==> config.mk <==
export PLATFORM = sky130hd
export DESIGN_NAME = alu_seq_core_flat
export DESIGN_NICKNAME = d
export VERILOG_FILES = /design/src/rtl/alu_seq_core_if.sv /design/src/rtl/alu_seq_core.sv /design/src/flat_wrapper.sv
export SDC_FILE = /design/constraint.sdc
export NUM_CORES = 1
export LEC_CHECK = 0
export BUFFER_PORTS_ARGS = -buffer_cell sky130_fd_sc_hd__buf_4
export CORE_MARGIN = 4
export CORE_UTILIZATION = 34
export DETAILED_ROUTE_END_ITERATION = 8
export PLACE_DENSITY = 0.5
export REMOVE_ABC_BUFFERS = 1
export SYNTH_ARGS = -nofsm -noshare
export SYNTH_HDL_FRONTEND = slang
export SYNTH_SLANG_ARGS = --single-unit
==> constraint.sdc <==
create_clock -name clk -period 7.5 [get_ports clk]
set_clock_uncertainty 0.05 [all_clocks]
set_input_delay 0.375 -clock clk [delete_from_list [all_inputs] [get_ports clk]]
set_output_delay 0.375 -clock clk [all_outputs]
set_load 0.005 [all_outputs]
==> src/rtl/alu_seq_core_if.sv <==
// alu_seq_core_if: command/result handshake bundle for alu_seq_core; ALU_SEQ_FLAGS_EN adds zero/neg
interface alu_seq_core_if #(
    parameter int WIDTH = 8
);
    logic               in_valid;
    logic               in_ready;
    logic [WIDTH-1:0]   a;
    logic [WIDTH-1:0]   b;
    logic [3:0]         op;
    logic               out_valid;
    logic               out_ready;
    logic [2*WIDTH-1:0] result;
    logic               overflow;
    logic               err;
`ifdef ALU_SEQ_FLAGS_EN
    logic               zero;
    logic               neg;
`endif

    modport master (
        output in_valid, a, b, op, out_ready,
        input  in_ready, out_valid, result, overflow, err
`ifdef ALU_SEQ_FLAGS_EN
        , zero, neg
`endif
    );

    modport slave (
        input  in_valid, a, b, op, out_ready,
        output in_ready, out_valid, result, overflow, err
`ifdef ALU_SEQ_FLAGS_EN
        , zero, neg
`endif
    );
endinterface

==> src/rtl/alu_seq_core.sv <==
// alu_seq_core: multi-cycle 16-op ALU with iterative mul/div; ALU_SEQ_FLAGS_EN adds zero/neg flags
module alu_seq_core #(
    parameter int WIDTH = 8
) (
    input logic           clk,
    input logic           reset,
    alu_seq_core_if.slave bus
);
    localparam int SHW = $clog2(WIDTH);
    localparam int CW  = $clog2(WIDTH + 1);

    typedef enum logic [1:0] {IDLE, EXEC, DONE} state_t;

    state_t             r_state;
    state_t             w_state_nxt;
    logic [WIDTH-1:0]   r_a;
    logic [WIDTH-1:0]   r_b;
    logic [3:0]         r_op;
    logic [CW-1:0]      r_cnt;
    logic [2*WIDTH-1:0] r_acc;
    logic [2*WIDTH-1:0] r_result;
    logic               r_ovf;
    logic               r_err;
`ifdef ALU_SEQ_FLAGS_EN
    logic               r_zero;
    logic               r_neg;
`endif

    logic               w_accept;
    logic               w_multi;
    logic               w_fin;
    logic               w_iter;
    logic               w_div0;
    logic [SHW-1:0]     w_sh;
    logic [WIDTH:0]     w_add;
    logic [WIDTH:0]     w_sub;
    logic [WIDTH:0]     w_msum;
    logic [WIDTH:0]     w_dsh;
    logic [WIDTH:0]     w_dsub;
    logic [2*WIDTH-1:0] w_acc_nxt;
    logic [2*WIDTH-1:0] w_sc_res;
    logic               w_sc_ovf;
    logic [2*WIDTH-1:0] w_fin_res;

    assign w_accept = bus.in_valid && r_state == IDLE;
    assign w_div0   = r_op == 4'd3 && r_b == '0;
    assign w_multi  = r_op == 4'd2 || (r_op == 4'd3 && !w_div0);
    assign w_fin    = r_state == EXEC && (!w_multi || r_cnt == CW'(WIDTH));
    assign w_iter   = r_state == EXEC && w_multi && r_cnt != CW'(WIDTH);
    assign w_sh     = r_b[SHW-1:0];
    assign w_add    = {1'b0, r_a} + {1'b0, r_b};
    assign w_sub    = {1'b0, r_a} - {1'b0, r_b};

    // One shift-add or restoring-divide step on the {hi, lo} accumulator
    always_comb begin
        w_msum    = {1'b0, r_acc[2*WIDTH-1:WIDTH]} + {1'b0, r_b};
        w_dsh     = {r_acc[2*WIDTH-1:WIDTH], r_acc[WIDTH-1]};
        w_dsub    = w_dsh - {1'b0, r_b};
        w_acc_nxt = r_op == 4'd2
                  ? (r_acc[0] ? {w_msum, r_acc[WIDTH-1:1]} : {1'b0, r_acc[2*WIDTH-1:1]})
                  : (!w_dsub[WIDTH] ? {w_dsub[WIDTH-1:0], r_acc[WIDTH-2:0], 1'b1}
                                    : {w_dsh[WIDTH-1:0], r_acc[WIDTH-2:0], 1'b0});
    end

    // Single-cycle operation results, including the divide-by-zero pattern
    always_comb begin
        w_sc_res = '0;
        w_sc_ovf = 1'b0;
        case (r_op)
            4'd0: begin
                w_sc_res = {{(WIDTH-1){1'b0}}, w_add};
                w_sc_ovf = r_a[WIDTH-1] == r_b[WIDTH-1] && w_add[WIDTH-1] != r_a[WIDTH-1];
            end
            4'd1: begin
                w_sc_res = {{(WIDTH-1){1'b0}}, w_sub};
                w_sc_ovf = r_a[WIDTH-1] != r_b[WIDTH-1] && w_sub[WIDTH-1] != r_a[WIDTH-1];
            end
            4'd3:  w_sc_res = {r_a, {WIDTH{1'b1}}};
            4'd4:  w_sc_res = {{WIDTH{1'b0}}, r_a << w_sh};
            4'd5:  w_sc_res = {{WIDTH{1'b0}}, r_a >> w_sh};
            4'd6:  w_sc_res = {{WIDTH{1'b0}}, (r_a << w_sh) | (r_a >> (WIDTH - int'(w_sh)))};
            4'd7:  w_sc_res = {{WIDTH{1'b0}}, (r_a >> w_sh) | (r_a << (WIDTH - int'(w_sh)))};
            4'd8:  w_sc_res = {{WIDTH{1'b0}}, r_a & r_b};
            4'd9:  w_sc_res = {{WIDTH{1'b0}}, r_a | r_b};
            4'd10: w_sc_res = {{WIDTH{1'b0}}, r_a ^ r_b};
            4'd11: w_sc_res = {{WIDTH{1'b0}}, ~(r_a | r_b)};
            4'd12: w_sc_res = {{WIDTH{1'b0}}, ~(r_a & r_b)};
            4'd13: w_sc_res = {{WIDTH{1'b0}}, ~(r_a ^ r_b)};
            4'd14: w_sc_res = {{(2*WIDTH-1){1'b0}}, r_a > r_b};
            4'd15: w_sc_res = {{(2*WIDTH-1){1'b0}}, r_a == r_b};
            default: w_sc_res = '0;
        endcase
        w_fin_res = w_multi ? r_acc : w_sc_res;
    end

    // State register
    always_ff @(posedge clk or posedge reset) begin
        if (reset) r_state <= IDLE;
        else       r_state <= w_state_nxt;
    end

    // Next-state: accept in IDLE, finish EXEC, wait for consumer in DONE
    always_comb begin
        w_state_nxt = r_state;
        case (r_state)
            IDLE:    w_state_nxt = bus.in_valid ? EXEC : IDLE;
            EXEC:    w_state_nxt = w_fin ? DONE : EXEC;
            DONE:    w_state_nxt = bus.out_ready ? IDLE : DONE;
            default: w_state_nxt = IDLE;
        endcase
    end

    // Operand capture, iteration and result registers
    always_ff @(posedge clk or posedge reset) begin
        if (reset) begin
            r_a      <= '0;
            r_b      <= '0;
            r_op     <= '0;
            r_cnt    <= '0;
            r_acc    <= '0;
            r_result <= '0;
            r_ovf    <= 1'b0;
            r_err    <= 1'b0;
`ifdef ALU_SEQ_FLAGS_EN
            r_zero   <= 1'b0;
            r_neg    <= 1'b0;
`endif
        end else if (w_accept) begin
            r_a   <= bus.a;
            r_b   <= bus.b;
            r_op  <= bus.op;
            r_cnt <= '0;
            r_acc <= {{WIDTH{1'b0}}, bus.a};
        end else begin
            if (w_iter) begin
                r_acc <= w_acc_nxt;
                r_cnt <= r_cnt + 1'b1;
            end
            if (w_fin) begin
                r_result <= w_fin_res;
                r_ovf    <= w_sc_ovf;
                r_err    <= w_div0;
`ifdef ALU_SEQ_FLAGS_EN
                r_zero   <= w_fin_res == '0;
                r_neg    <= (r_op == 4'd0 || r_op == 4'd1) && w_fin_res[WIDTH-1];
`endif
            end
        end
    end

    assign bus.in_ready  = r_state == IDLE;
    assign bus.out_valid = r_state == DONE;
    assign bus.result    = r_result;
    assign bus.overflow  = r_ovf;
    assign bus.err       = r_err;
`ifdef ALU_SEQ_FLAGS_EN
    assign bus.zero      = r_zero;
    assign bus.neg       = r_neg;
`endif
endmodule

==> src/flat_wrapper.sv <==
// flat-port wrapper written by rule: the top's interface ports become plain ports
module alu_seq_core_flat 
#(
    parameter int WIDTH = 8
)
  (clk, reset, bus_in_valid, bus_a, bus_b, bus_op, bus_out_ready, bus_in_ready, bus_out_valid, bus_result, bus_overflow, bus_err);
  alu_seq_core_if #(.WIDTH(WIDTH)) bus_i ();
  input logic clk;
  input logic reset;
  input wire logic [$bits(bus_i.in_valid)-1:0] bus_in_valid;
  input wire logic [$bits(bus_i.a)-1:0] bus_a;
  input wire logic [$bits(bus_i.b)-1:0] bus_b;
  input wire logic [$bits(bus_i.op)-1:0] bus_op;
  input wire logic [$bits(bus_i.out_ready)-1:0] bus_out_ready;
  output wire logic [$bits(bus_i.in_ready)-1:0] bus_in_ready;
  output wire logic [$bits(bus_i.out_valid)-1:0] bus_out_valid;
  output wire logic [$bits(bus_i.result)-1:0] bus_result;
  output wire logic [$bits(bus_i.overflow)-1:0] bus_overflow;
  output wire logic [$bits(bus_i.err)-1:0] bus_err;
  assign bus_i.in_valid = bus_in_valid;
  assign bus_i.a = bus_a;
  assign bus_i.b = bus_b;
  assign bus_i.op = bus_op;
  assign bus_i.out_ready = bus_out_ready;
  assign bus_in_ready = bus_i.in_ready;
  assign bus_out_valid = bus_i.out_valid;
  assign bus_result = bus_i.result;
  assign bus_overflow = bus_i.overflow;
  assign bus_err = bus_i.err;
  alu_seq_core #(.WIDTH(WIDTH)) u_core (.clk(clk), .reset(reset), .bus(bus_i));
endmodule
==> impl_metrics.csv <==
group,metric,value,unit
timing,clock.fmax,279.6,MHz
timing,post-route-period-util,47.70,%
critical_path,path_class,"register to register",
critical_path,worstPathRequired,7.67,ns
finish,antenna_cells,0,
die,die_h,142.1,µm
die,die_area,0.02018,mm²
finish,fillerInstances,1797,
synthesis,yosysSeqAreaShare,24.57,%
critical_path,cp_cell_sequence,"buf_4 -> inv_2 -> ha_1 -> nand2b_1 -> nor4b_4 -> o31a_1 -> o221ai_2 -> or3_1 -> a2bb2oi_1",
finish,fin_nets,833,
timing,setup_tns,0,ns
critical_path,crit_arrival,3.74,ns
synthesis,yosys_warnings,0,
global_routing,grt_pass1_wl,35540,µm
timing,drv_slew,0,
pwr,p_int,1731,µW
timing,grt_setup_unrepaired,"no",
routing,wirelength,22740,µm
synthesis,synth_edf_count,0,
global_routing,grt_pass1_vias,5964,
routing,wl_per_cell,22.99,µm
synthesis,syn_area,0.006111,mm²
timing,max_slew.worst_pin.slew,1.185,ns
synthesis,synthArstFlopShare,100.0,%
clock_network,postCtsSetupBuffers,0,
timing,fin_crit,3.577,ns
timing,hold_violations,0,
routing,vias,6080,
pwr,p_comb_share,69.6,%
synthesis,synth-main-ff-cell,"dfrtp_1",
routing,viasPerCell,6.148,
critical_path,worst-path-buf-inv,2,
clock_network,clockBufferDepth,2,
critical_path,start_kind,"register",
clock_network,h-tree-depth,3,
global_routing,gr-total-overflow,0,
global_routing,grt_max_degree,61,
synthesis,synth_seq_cells,60,
routing,drc_errors,0,
pwr,seqPwrFrac,19.8,%
die,boundaryPins,44,
place,io_buffers,43,
routing,drt_iter0_markers,587,
finish,final_common_cell,"nand2_1",
clock_network,cts_hold_buf,0,
global_routing,antenna_found_initial,0,
place,dpl.hpwl,16550,µm
critical_path,cp_slowest_stage_delay,0.71,ns
critical_path,end_kind,"register",
clock_network,cts_num_sinks,60,
pwr,power_density,544.0,mW/mm²
clock_network,clkTransAtPathRegs,0.06,ns
clock_network,cts_tree,"done",
die,core_area,0.01748,mm²
pwr,p_clk_share,10.7,%
worst_hold_path,hp-class,"primary input to register",
synthesis,synth.distinct_cells,78,
timing,setup_ws,3.923,ns
timing,finalSetupViolations,0,
synthesis,syn_avg_cell_area,8.192,µm²
die,die_w,142.1,µm
die,fp-row-count,48,
clock_network,root_buffer,"clkbuf_16",
die,initial_core_util,34.97,%
routing,firstDrtPassIters,5,
critical_path,path_delay_family,"simple AND/OR/NAND/NOR gates",
timing,max_slew_margin,21.00,%
synthesis,synth_cells,746,
clock_network,insertion_delay,0.35,ns
clock_network,numCtsBuffers,9,
pwr,power_switching_share,53.60,%
place,place_ws,3.946,ns
run,max_cap_violations,0,
critical_path,crit_fanout,23,
finish,final_cell_mix,"84 x nand2_1, 67 x nor2_1, 60 x dfrtp_1, 56 x o21ai_0, 52 x buf_4",
finish,drive_gt1_share,13.74,%
status,status,"finished, final reports clean",
pwr,power_leakage,0.002830,µW
critical_path,crit_slowest_cell,"o31a_1",
finish,syn_to_final_growth,12.18,%
pwr,p_sw,1999,µW
pwr,vdd_drop_max,223.7,µV
clock_network,ctsResizeCount,0,
global_routing,grt_use_total,22.73,%
routing,drtAntennaViolNets,0,
place,gp_congestion,0.9108,
## registers in the layout, summed over array words and instances (netlist names)
name	flops
u_core.r_cnt	4
u_core.bus.overflow	1
u_core.r_op	4
u_core.r_b	8
u_core.r_acc	16
u_core.r_a	8
u_core.r_state	2
u_core.bus.result	16
u_core.bus.err	1
## layout make-up
class	count	area, µm²	area share, %
multi-input combinational	604	4283	62.47
sequential	60	1501	21.90
timing repair buffer	52	390.4	5.694
tap	225	281.5	4.107
clock buffer	11	242.7	3.541
inverter	32	120.1	1.752
clock inverter	5	36.28	0.5293
## metrics by stage
| stage | total power (µW) | utilization [%] | instances | hold WS, ns | instance area (µm²) |
|---|---|---|---|---|---|
| after floorplan | 2434 | - | 696 | 0.4128 | 5891 |
| after global placement | 3283 | 37.63 | 973 | 0.4189 | 6576 |
| after detailed placement | 3282 | 37.63 | 973 | 0.4193 | 6576 |
| after CTS | 3698 | 39.23 | 989 | 0.1603 | 6855 |
| after global routing | 4018 | 39.23 | 989 | 0.1662 | 6855 |
| final | 3730 | 39.23 | 989 | 0.1703 | 6855 |
## power by group through the flow
stage,Sequential [µW],Combinational [µW],Clock [µW]
3_5_place_dp,734,2550,0
5_1_grt,751,2840,423
6_report,737,2590,398
2_1_floorplan,705,1730,0
3_3_place_gp,732,2550,0
4_1_cts,728,2560,410
## worst reg2reg max path, cell delays in order (launching register included)
cell	delay (ns)
dfrtp_1	0.36
buf_4	0.22
inv_2	0.31
ha_1	0.37
nand2b_1	0.20
nor4b_4	0.50
o31a_1	0.71
o221ai_2	0.19
or3_1	0.40
a2bb2oi_1	0.13
## kinds of logic (layout without fill, tap and decap cells)
group / Yosys count / after routing / share of synthesized area, %
XOR/XNOR: 24 / 24 / 3.686
multiplexers: 47 / 47 / 9.644
buffers and inverters: 82 / 100 / 5.569
adder cells (fa/ha/maj): 50 / 50 / 10.73
AO/OA/AOI/OAI: 230 / 230 / 25.37
AND/OR/NAND/NOR: 253 / 253 / 20.43
flip-flops: 60 / 60 / 24.57
## cells in the mapped netlist (5+ instances only)
cell type / instances / area share [%]
nand2_1: 84 / 5.2
nor2_1: 67 / 4.1
dfrtp_1: 60 / 25
o21ai_0: 56 / 4.6
ha_1: 46 / 9.4
a21oi_1: 40 / 3.3
mux2i_1: 33 / 5.4
inv_1: 30 / 1.8
clkbuf_1: 28 / 1.7
nand2b_1: 15 / 1.5
buf_2: 14 / 1.1
nor3_1: 14 / 1.1
xnor2_1: 14 / 2.0
a211oi_1: 13 / 1.6
o211ai_1: 13 / 1.6
nor2b_1: 12 / 1.2
o22ai_1: 11 / 1.1
a221oi_1: 9 / 1.3
a22oi_1: 9 / 1.1
a31oi_1: 9 / 0.92
mux4_2: 9 / 3.3
nor3b_1: 8 / 0.98
nor4_1: 8 / 0.82
xor2_1: 8 / 1.1
nand3_1: 7 / 0.57
o21bai_1: 7 / 0.86
or3_1: 7 / 0.72
a32oi_1: 6 / 0.86
or2_2: 6 / 0.61
a21o_1: 5 / 0.61
buf_1: 5 / 0.31
mux2_2: 5 / 0.92
o21a_1: 5 / 0.61
## worst paths after layout
kind / startpoint / endpoint / slack [ns] / cells past startpoint
hold / removal: bus_out_ready / u_core.r_state[1] / 0.17 / 2
setup / recovery: u_core.r_b[1] / u_core.bus.result[0] / 3.92 / 9
hold reg to reg: u_core.bus.err / u_core.bus.err / 0.43 / 2
setup reg to reg: u_core.r_b[1] / u_core.bus.result[0] / 3.92 / 9
max in group asynchronous: reset / u_core.r_a[0] / 6.61 / 3
min in group asynchronous: reset / u_core.r_op[0] / 0.22 / 3
## layer usage
metal	vias to the layer above	share of wire, %	track usage, %
met5	-	0	0
met3	64	6.2	3.797
met1	2987	43	30.75
met4	0	3.7	9.343
met2	258	47	36.07
li1	2771	-	-
No activity file was read; power rests on OpenSTA's default activity.
